`config.mk`:
```
export PLATFORM = sky130hd
export DESIGN_NAME = i2c_target_mc
export DESIGN_NICKNAME = d
export VERILOG_FILES = /design/src/rtl/i2c_pkg.sv /design/src/rtl/i2c_line_sync.sv /design/src/rtl/i2c_target_mc.sv
export SDC_FILE = /design/constraint.sdc
export NUM_CORES = 1
export LEC_CHECK = 0
export BUFFER_PORTS_ARGS = -buffer_cell sky130_fd_sc_hd__buf_2
export CORE_MARGIN = 2
export CORE_UTILIZATION = 50
export DETAILED_ROUTE_END_ITERATION = 7
export PLACE_DENSITY = 0.71
export SYNTH_ARGS = -nofsm -noshare
export SYNTH_HDL_FRONTEND = slang
export SYNTH_SLANG_ARGS = --single-unit
```
`constraint.sdc`:
```
create_clock -name system_clk -period 2.6 [get_ports system_clk]
set_clock_uncertainty 0.1 [all_clocks]
set_input_delay 0.39 -clock system_clk [delete_from_list [all_inputs] [get_ports system_clk]]
set_output_delay 0.39 -clock system_clk [all_outputs]
set_load 0.02 [all_outputs]
```
`src/rtl/i2c_pkg.sv`:
```
// Shared types and helpers for the multi-channel I2C target.
package i2c_pkg;

  typedef enum logic [2:0] {
    IDLE,
    ADDR,
    ADDR_ACK,
    WR_DATA,
    WR_ACK,
    RD_DATA,
    RD_ACK,
    WAIT_STOP
  } i2c_state_t;

  localparam logic ACK  = 1'b0;
  localparam logic NACK = 1'b1;

  function automatic int chan_width(input int n);
    return (n > 1) ? $clog2(n) : 1;
  endfunction

endpackage

```
`src/rtl/i2c_line_sync.sv`:
```
// SCL/SDA synchronizer plus edge/condition detect; events appear SYNC_STAGES cycles after the pad
// change and are acted on one cycle later. No backpressure.
module i2c_line_sync #(
  parameter int SYNC_STAGES = 2
) (
  input  logic system_clk,
  input  logic reset,
  input  logic scl_in,
  input  logic sda_in,
  output logic scl_rise,
  output logic scl_fall,
  output logic start_det,
  output logic stop_det,
  output logic sda_s
);
  logic [SYNC_STAGES-1:0] scl_q, sda_q;
  logic scl_p, sda_p, scl_s;

  // Idle bus is high; resetting to 1 avoids phantom conditions on release.
  always_ff @(posedge system_clk) begin
    if (reset) begin
      scl_q <= '1;
      sda_q <= '1;
      scl_p <= 1'b1;
      sda_p <= 1'b1;
    end else begin
      scl_q <= {scl_q[SYNC_STAGES-2:0], scl_in};
      sda_q <= {sda_q[SYNC_STAGES-2:0], sda_in};
      scl_p <= scl_s;
      sda_p <= sda_s;
    end
  end

  assign scl_s     = scl_q[SYNC_STAGES-1];
  assign sda_s     = sda_q[SYNC_STAGES-1];
  assign scl_rise  = scl_s & ~scl_p;
  assign scl_fall  = ~scl_s & scl_p;
  assign start_det = scl_s & scl_p & sda_p & ~sda_s;
  assign stop_det  = scl_s & scl_p & ~sda_p & sda_s;

endmodule

```
`src/rtl/i2c_target_mc.sv`:
```
// Multi-channel I2C target on system_clk: NUM_CHAN addresses, streamed write bytes, word-based reads.
// A write byte arriving with rx_ready=0 is NACKed (rx_drop) and the target ignores the bus until STOP/Sr.
module i2c_target_mc
  import i2c_pkg::*;
#(
  parameter int         SYNC_STAGES   = 2,
  parameter int         NUM_CHAN      = 4,
  parameter logic [6:0] BASE_ADDR     = 7'h70,
  parameter int         RD_WORD_BYTES = 4,
  parameter logic [7:0] FILL_BYTE     = 8'hFF
) (
  input  logic                            system_clk,
  input  logic                            reset,
  input  logic                            scl_in,
  input  logic                            sda_in,
  output logic                            sda_oe,
  output logic [7:0]                      rx_data,
  output logic [chan_width(NUM_CHAN)-1:0] rx_chan,
  output logic                            rx_valid,
  input  logic                            rx_ready,
  input  logic [8*RD_WORD_BYTES-1:0]      tx_word,
  input  logic                            tx_valid,
  output logic                            tx_ready,
  output logic [chan_width(NUM_CHAN)-1:0] tx_chan,
  output logic                            busy,
  output logic                            rx_drop
);
  localparam int CW = chan_width(NUM_CHAN);
  localparam int WW = 8 * RD_WORD_BYTES;
  localparam int IW = (RD_WORD_BYTES > 1) ? $clog2(RD_WORD_BYTES) : 1;

  logic scl_rise, scl_fall, start_det, stop_det, sda_s;

  i2c_line_sync #(.SYNC_STAGES(SYNC_STAGES)) u_sync (
    .system_clk(system_clk),
    .reset     (reset),
    .scl_in    (scl_in),
    .sda_in    (sda_in),
    .scl_rise  (scl_rise),
    .scl_fall  (scl_fall),
    .start_det (start_det),
    .stop_det  (stop_det),
    .sda_s     (sda_s)
  );

  i2c_state_t    state;
  logic [2:0]    bit_cnt;
  logic [6:0]    shreg;
  logic          byte_done, rw;
  logic [CW-1:0] chan;
  logic [IW-1:0] byte_idx;
  logic [WW-1:0] tx_buf;

  logic [7:0]    rx_byte, addr_off;
  logic          addr_hit, rd_load;
  logic [WW-1:0] next_word, rd_src;

  assign rx_byte   = {shreg, sda_s};
  assign addr_off  = {1'b0, rx_byte[7:1]} - {1'b0, BASE_ADDR};
  assign addr_hit  = (rx_byte[7:1] >= BASE_ADDR) && (addr_off < 8'(NUM_CHAN));
  assign next_word = tx_valid ? tx_word : {RD_WORD_BYTES{FILL_BYTE}};
  // A fresh word is needed at the first read byte and whenever the byte index wraps.
  assign rd_load   = (state == ADDR_ACK) || (byte_idx == '0);
  assign rd_src    = rd_load ? next_word : tx_buf;

  always_ff @(posedge system_clk) begin
    rx_valid <= 1'b0;
    tx_ready <= 1'b0;
    rx_drop  <= 1'b0;
    if (reset) begin
      state     <= IDLE;
      sda_oe    <= 1'b0;
      busy      <= 1'b0;
      rx_data   <= '0;
      rx_chan   <= '0;
      tx_chan   <= '0;
      bit_cnt   <= '0;
      shreg     <= '0;
      byte_done <= 1'b0;
      rw        <= 1'b0;
      chan      <= '0;
      byte_idx  <= '0;
      tx_buf    <= '0;
    end else if (stop_det) begin
      state  <= IDLE;
      sda_oe <= 1'b0;
      busy   <= 1'b0;
    end else if (start_det) begin
      state     <= ADDR;
      bit_cnt   <= '0;
      byte_done <= 1'b0;
      sda_oe    <= 1'b0;
      busy      <= 1'b1;
    end else begin
      case (state)
        ADDR, WR_DATA: begin
          if (scl_rise && !byte_done) begin
            shreg   <= rx_byte[6:0];
            bit_cnt <= bit_cnt + 3'd1;
            if (bit_cnt == 3'd7) begin
              if (state == ADDR) begin
                if (addr_hit) begin
                  byte_done <= 1'b1;
                  rw        <= rx_byte[0];
                  chan      <= addr_off[CW-1:0];
                end else begin
                  state <= WAIT_STOP;
                end
              end else if (rx_ready) begin
                byte_done <= 1'b1;
                rx_valid  <= 1'b1;
                rx_data   <= rx_byte;
                rx_chan   <= chan;
              end else begin
                rx_drop <= 1'b1;
                state   <= WAIT_STOP;
              end
            end
          end else if (scl_fall && byte_done) begin
            byte_done <= 1'b0;
            sda_oe    <= 1'b1;
            state     <= (state == ADDR) ? ADDR_ACK : WR_ACK;
          end
        end
        ADDR_ACK: if (scl_fall) begin
          if (!rw) begin
            sda_oe  <= 1'b0;
            bit_cnt <= '0;
            state   <= WR_DATA;
          end else begin
            byte_idx <= '0;
            tx_chan  <= chan;
            tx_ready <= tx_valid;
            sda_oe   <= ~rd_src[WW-1];
            tx_buf   <= {rd_src[WW-2:0], 1'b0};
            bit_cnt  <= 3'd1;
            state    <= RD_DATA;
          end
        end
        WR_ACK: if (scl_fall) begin
          sda_oe  <= 1'b0;
          bit_cnt <= '0;
          state   <= WR_DATA;
        end
        RD_DATA: if (scl_fall) begin
          if (bit_cnt == 3'd0) begin
            sda_oe <= 1'b0;
            state  <= RD_ACK;
          end else begin
            sda_oe  <= ~tx_buf[WW-1];
            tx_buf  <= {tx_buf[WW-2:0], 1'b0};
            bit_cnt <= bit_cnt + 3'd1;
          end
        end
        RD_ACK: begin
          if (scl_rise) begin
            if (sda_s == NACK) state <= WAIT_STOP;
            else byte_idx <= (byte_idx == IW'(RD_WORD_BYTES - 1)) ? '0 : byte_idx + 1'b1;
          end else if (scl_fall) begin
            tx_ready <= rd_load & tx_valid;
            sda_oe   <= ~rd_src[WW-1];
            tx_buf   <= {rd_src[WW-2:0], 1'b0};
            bit_cnt  <= 3'd1;
            state    <= RD_DATA;
          end
        end
        default: ;
      endcase
    end
  end

endmodule

```
==> flow_metrics.tcl, run 1 <==
set metrics [dict create \
    critPathTopFamily "compound AO/OA/AOI/OAI gates" \
    timing.rr.start "u_sync.scl_p$_SDFF_PP1_" \
    dieArea_um2 8210 \
    yosysSeqAreaShare 0.389 \
    drcViolationCount 0 \
    initialDrtViolationCount 224 \
    async_reset_ff_frac 0 \
    r2r_cells 8 \
    hold_path.startpoint "sda_in" \
    cts_max_level 3 \
    hold_viol 0 \
    grt_pass1_vias 2869 \
    worst-r2r-setup-slack_ns 0.19 \
    end_kind "register" \
    rsz0062_at_grt "false" \
    tritoncts "yes" \
    cts_resized 0 \
    diodes 0 \
    max_freq_mhz 415 \
    dieHeight_um 90.6 \
    ant_nets 0 \
    required_ns 2.78 \
    worst_hold_path_type "in2reg" \
    vias 3177 \
    worstHoldPathCells 2 \
    path_max_fanout 39 \
    ir_drop_mv 0.446 \
    clk_pin_slew_ns 0.08 \
    placed_area_um2 4100 \
    postLayoutCellArea_um2 4340 \
    grt_max_degree 70 \
    worst_pin_slew_ns 0.680 \
    synth_area_um2 3750 \
    area_delta_synth_final_pct 15.6 \
    dp_hpwl_mm 5.43 \
    worstPathArrival_ns 2.59 \
    cts_setup_buffers 0 \
    synthCells 453 \
    maxCapViolations 0 \
    firstDrtPassIters 4 \
    tns_ns 0 \
    syn_nets 500 \
    ctsHoldBuffers 0 \
    post-route-period-util 0.926 \
    critPathLaunchType "register" \
    synth_edf_count 0 \
    ios 55 \
    timing.critical_path.buf_inv 2 \
    grt_pass1_wl_mm 13.5 \
    startpoint "u_sync.scl_p$_SDFF_PP1_" \
    cts_num_sinks 73 \
    p_leak_uw 0.00164 \
    drive_above_1_share 0.189 \
    synth.avg_cell_area_um2 8.28 \
    ys_warn_count 0 \
    hold_slack_ns 0.130 \
    dp_cells 585 \
    slowest_delay_ns 0.38 \
    cp.depth 8 \
    fillerInstances 700 \
    clk_path_buf_depth 2 \
    p_per_area_nw_per_um2 544 \
    grt_usage 0.197 \
    reg2reg_to "tx_buf[1]$_SDFFE_PP0P_" \
    overflow 0 \
    status "finished clean" \
    wire_per_inst_um 13.1 \
    root_buffer "clkbuf_8" \
    ys.flop_type "dfxtp_1" \
    mostFrequentLayoutCells "dfxtp_1 (73), buf_2 (54), nand2_1 (43), inv_1 (42), a21oi_1 (42)" \
    final_common_cell "dfxtp_1" \
    totalWireLength_mm 7.89 \
    rows 31 \
    initial_core_util 0.517 \
    slew_viol_final 0 \
    hold_path_end "u_sync.sda_q[0]$_SDFF_PP1_" \
    crit_type "reg2reg" \
    synth_seq_cells 73 \
    viasPerCell 5.29 \
    die_w_um 90.6 \
    cts_buffers 9 \
    antenna_found_initial 0 \
    gp_congestion 0.890 \
    max-slew-margin-rel 0.547 \
    finalPower_uw 2360 \
    stdcell_count 601 \
    cp_slowest_cell "dfxtp_1" \
    setup_viol 0 \
    clock_latency_ns 0.34 \
    path_cells "inv_1 > ha_1 > nand2_1 > or3b_1 > a221o_2 > buf_4 > a211o_1 > a21oi_1" \
    synth.distinct_cells 48 \
    io_buffers 54 \
    fin_crit_ns 2.41 \
    fin_nets 544 \
    coreArea_um2 7250 \
]
==> cell families after synthesis <==
kind of cell               after synthesis  share of synthesized area
and+or+nand+nor                        164                      0.236
xor gates and xnor gates                 1                    0.00233
AOI/OAI and AO/OA                      106                      0.192
muxes                                   23                     0.0617
DFF                                     73                      0.389
buffers and inverters                   77                     0.0884
adders and majority gates                9                     0.0300
==> worst reg2reg max path, delay by kind of cell (launching register included) <==
kind / cells / cell delay [ns]
AOI/OAI and AO/OA: 3 / 0.80
adders and majority gates: 1 / 0.29
buffers and inverters: 2 / 0.31
DFF: 1 / 0.38
and+or+nand+nor: 2 / 0.46
==> synthesized netlist by cell type, drive strengths merged (9+ instances only) <==
master	n	area share
inv	42	0.042
buf	10	0.021
o21ai	9	0.012
a211o	31	0.072
nor3b	34	0.068
a21oi	42	0.056
nor2	33	0.034
clkbuf	25	0.025
ha	9	0.030
nor2b	11	0.018
nand2	43	0.043
mux2i	22	0.059
dfxtp	73	0.39
==> per-stage QoR <==
| stage | worst slack (ns) | util |
|---|---|---|
| after floorplan | 0.463 | - |
| final | 0.192 | 0.598 |
| after detailed placement | 0.201 | 0.565 |
| after global placement | 0.288 | 0.565 |
| after global routing | 0.0604 | 0.598 |
| after CTS | 0.184 | 0.598 |
==> sequential cells by signal (all words and copies together) (netlist names), 3 cells and up <==
signal,count
state,3
bit_cnt,3
rx_data,8
tx_buf,31
shreg,7
==> power breakdown <==
part	internal, uW	switching, uW	total, uW
Clock	643	431	1070
Combinational	68.8	85.6	154
Sequential	1120	9.91	1130
==> layer usage <==
metal | track usage | up-vias | share of wire
li1 | - | 1646 | -
met1 | 0.277 | 1454 | 0.50
met2 | 0.299 | 66 | 0.45
met3 | 0.0392 | 11 | 0.040
met4 | 0.0731 | 0 | 0.016
met5 | 0 | - | 0
==> final cells by class <==
type / instances / area [um2] / area share
Multi-Input combinational cell: 303 / 1970 / 0.453
Timing Repair Buffer: 68 / 388 / 0.0894
Tap cell: 99 / 124 / 0.0285
Clock buffer: 10 / 128 / 0.0294
Clock inverter: 6 / 115 / 0.0265
Sequential cell: 73 / 1460 / 0.337
Inverter: 42 / 158 / 0.0363
==> worst max-delay path by stage <==
stage | to
after global routing | tx_buf[28]$_SDFFE_PP0P_
final | tx_buf[1]$_SDFFE_PP0P_
after floorplan | tx_buf[24]$_SDFFE_PP0P_
after global placement | tx_buf[1]$_SDFFE_PP0P_
after CTS | tx_buf[23]$_SDFFE_PP0P_
after detailed placement | tx_buf[23]$_SDFFE_PP0P_
Power figures use the tool's default switching activity.
==> run 2: changes to the inputs <==
Settings changed: CTS_CLUSTER_SIZE set to 12.
Clock period 2.6 ns to 2.98 ns, I/O delays scaled along.
==> run 2 against run 1 <==
Die area unchanged; sequential share of layout area up 0.088 points; design area decreased by 0.26%; highest routed layer unchanged; utilization decreased by 0.16 points; largest power group is now clock; fmax grew 1.9%; setup slack better by 0.42 ns; via count is 0.85% lower; hold slack improved by 0.060 ns; clock-buffer cell count stayed put; largest cell class unchanged.
==> flow_metrics.tcl, run 2 (synthesis gave the netlist of run 1 again) <==
set metrics [dict create \
    status "finished clean" \
    ir_drop_mv 0.319 \
    worstHoldPathCells 2 \
    rows 31 \
    dieHeight_um 90.6 \
    clock_latency_ns 0.33 \
    slew_viol_final 0 \
    clk_path_buf_depth 2 \
    max-slew-margin-rel 0.548 \
    cts_num_sinks 73 \
    largest_register_ff_count 31 \
    overflow 0 \
    startpoint "state[1]$_SDFFE_PP0P_" \
    die_w_um 90.6 \
    ios 55 \
    stdcell_count 595 \
    antenna_found_initial 0 \
    totalWireLength_mm 7.65 \
    drive_above_1_share 0.179 \
    viasPerCell 5.29 \
    drcViolationCount 0 \
    p_per_area_nw_per_um2 488 \
    maxCapViolations 0 \
    coreArea_um2 7250 \
    vias 3150 \
    p_leak_uw 0.00163 \
    area_delta_synth_final_pct 15.3 \
    dieArea_um2 8210 \
    fillerInstances 669 \
    timing.rr.start "state[1]$_SDFFE_PP0P_" \
    end_kind "register" \
    ctsHoldBuffers 0 \
    post-route-period-util 0.793 \
    final_common_cell "dfxtp_1" \
    ant_nets 0 \
    initialDrtViolationCount 146 \
    reg2reg_to "byte_idx[0]$_SDFFE_PP0P_" \
    dp_cells 580 \
    diodes 0 \
    wire_per_inst_um 12.9 \
    hold_viol 0 \
    fin_crit_ns 2.36 \
    gp_congestion 0.949 \
    grt_usage 0.190 \
    mostFrequentLayoutCells "dfxtp_1 (73), buf_2 (54), nand2_1 (43), inv_1 (42), a21oi_1 (42)" \
    grt_pass1_wl_mm 13.1 \
    grt_max_degree 70 \
    cts_buffers 9 \
    cts_setup_buffers 0 \
    io_buffers 54 \
    root_buffer "clkbuf_8" \
    initial_core_util 0.517 \
    tritoncts "yes" \
    max_freq_mhz 423 \
    worst_pin_slew_ns 0.678 \
    crit_type "reg2reg" \
    critPathLaunchType "register" \
    cts_max_level 3 \
    endpoint "byte_idx[0]$_SDFFE_PP0P_" \
    largest_register "tx_buf" \
    dp_hpwl_mm 5.18 \
    reg_top3 "tx_buf: 31 flops, rx_data: 8 flops, shreg: 7 flops" \
    worstPathArrival_ns 2.52 \
    worst-r2r-setup-slack_ns 0.62 \
    tns_ns 0 \
    grt_pass1_vias 2849 \
    setup_viol 0 \
    r2r_cells 6 \
    required_ns 3.14 \
    firstDrtPassIters 5 \
    path_max_fanout 10 \
    clk_pin_slew_ns 0.08 \
    fin_nets 539 \
    rsz0062_at_grt "false" \
    worst_hold_path_type "in2reg" \
    cts_resized 0 \
]
==> run 2: critical path, stage by stage, from the launching register on <==
cell	delay [ns]
dfxtp_1	0.53
buf_4	0.23
nor3b_1	0.42
and3_1	0.21
o21ai_0	0.15
or4_1	0.52
a21oi_1	0.13
==> run 2: per-stage QoR <==
step | setup slack (ns) | hold WS [ns] | util | cell area [um2] | total power [uW]
global placement | 0.718 | 0.294 | 0.561 | 4070 | 1140
detailed placement | 0.646 | 0.292 | 0.561 | 4070 | 1140
floorplan | 0.843 | 0.289 | - | 3750 | 1100
global route | 0.447 | 0.173 | 0.597 | 4330 | 2190
finish | 0.617 | 0.189 | 0.597 | 4330 | 2110
CTS | 0.631 | 0.179 | 0.597 | 4330 | 2130
==> run 2: cell type report <==
cell class,count,area (um2),area share
clock inverters,5,129,0.0298
repair buffers,63,363,0.0838
well taps,99,124,0.0286
multi-input cells,303,1970,0.454
clock buffers,10,128,0.0295
inverters,42,158,0.0364
flip-flops and latches,73,1460,0.338
==> run 2: power breakdown <==
part / leakage, uW / total [uW] / internal (uW) / switching, uW
clock network: 0.000127 / 993 / 639 / 355
registers: 0.000589 / 991 / 981 / 9.24
logic: 0.000918 / 130 / 57.8 / 71.7
total: 0.00163 / 2110 / 1680 / 436
==> run 2: worst min-delay path by stage <==
stage | from | endpoint
2_1_floorplan | u_sync.scl_q[0]$_SDFF_PP1_ | u_sync.scl_q[1]$_SDFF_PP1_
3_3_place_gp | u_sync.sda_q[0]$_SDFF_PP1_ | u_sync.sda_q[1]$_SDFF_PP1_
3_5_place_dp | u_sync.sda_q[0]$_SDFF_PP1_ | u_sync.sda_q[1]$_SDFF_PP1_
4_1_cts | sda_in | u_sync.sda_q[0]$_SDFF_PP1_
5_1_grt | sda_in | u_sync.sda_q[0]$_SDFF_PP1_
6_report | sda_in | u_sync.sda_q[0]$_SDFF_PP1_
==> run 2: per-layer routing <==
metal | wire length [um] | up-vias | GRT usage
met5 | 0 | - | 0
met4 | 73 | 0 | 0.0628
met3 | 346 | 6 | 0.0367
met2 | 3490 | 63 | 0.311
met1 | 3740 | 1453 | 0.253
li1 | - | 1628 | -
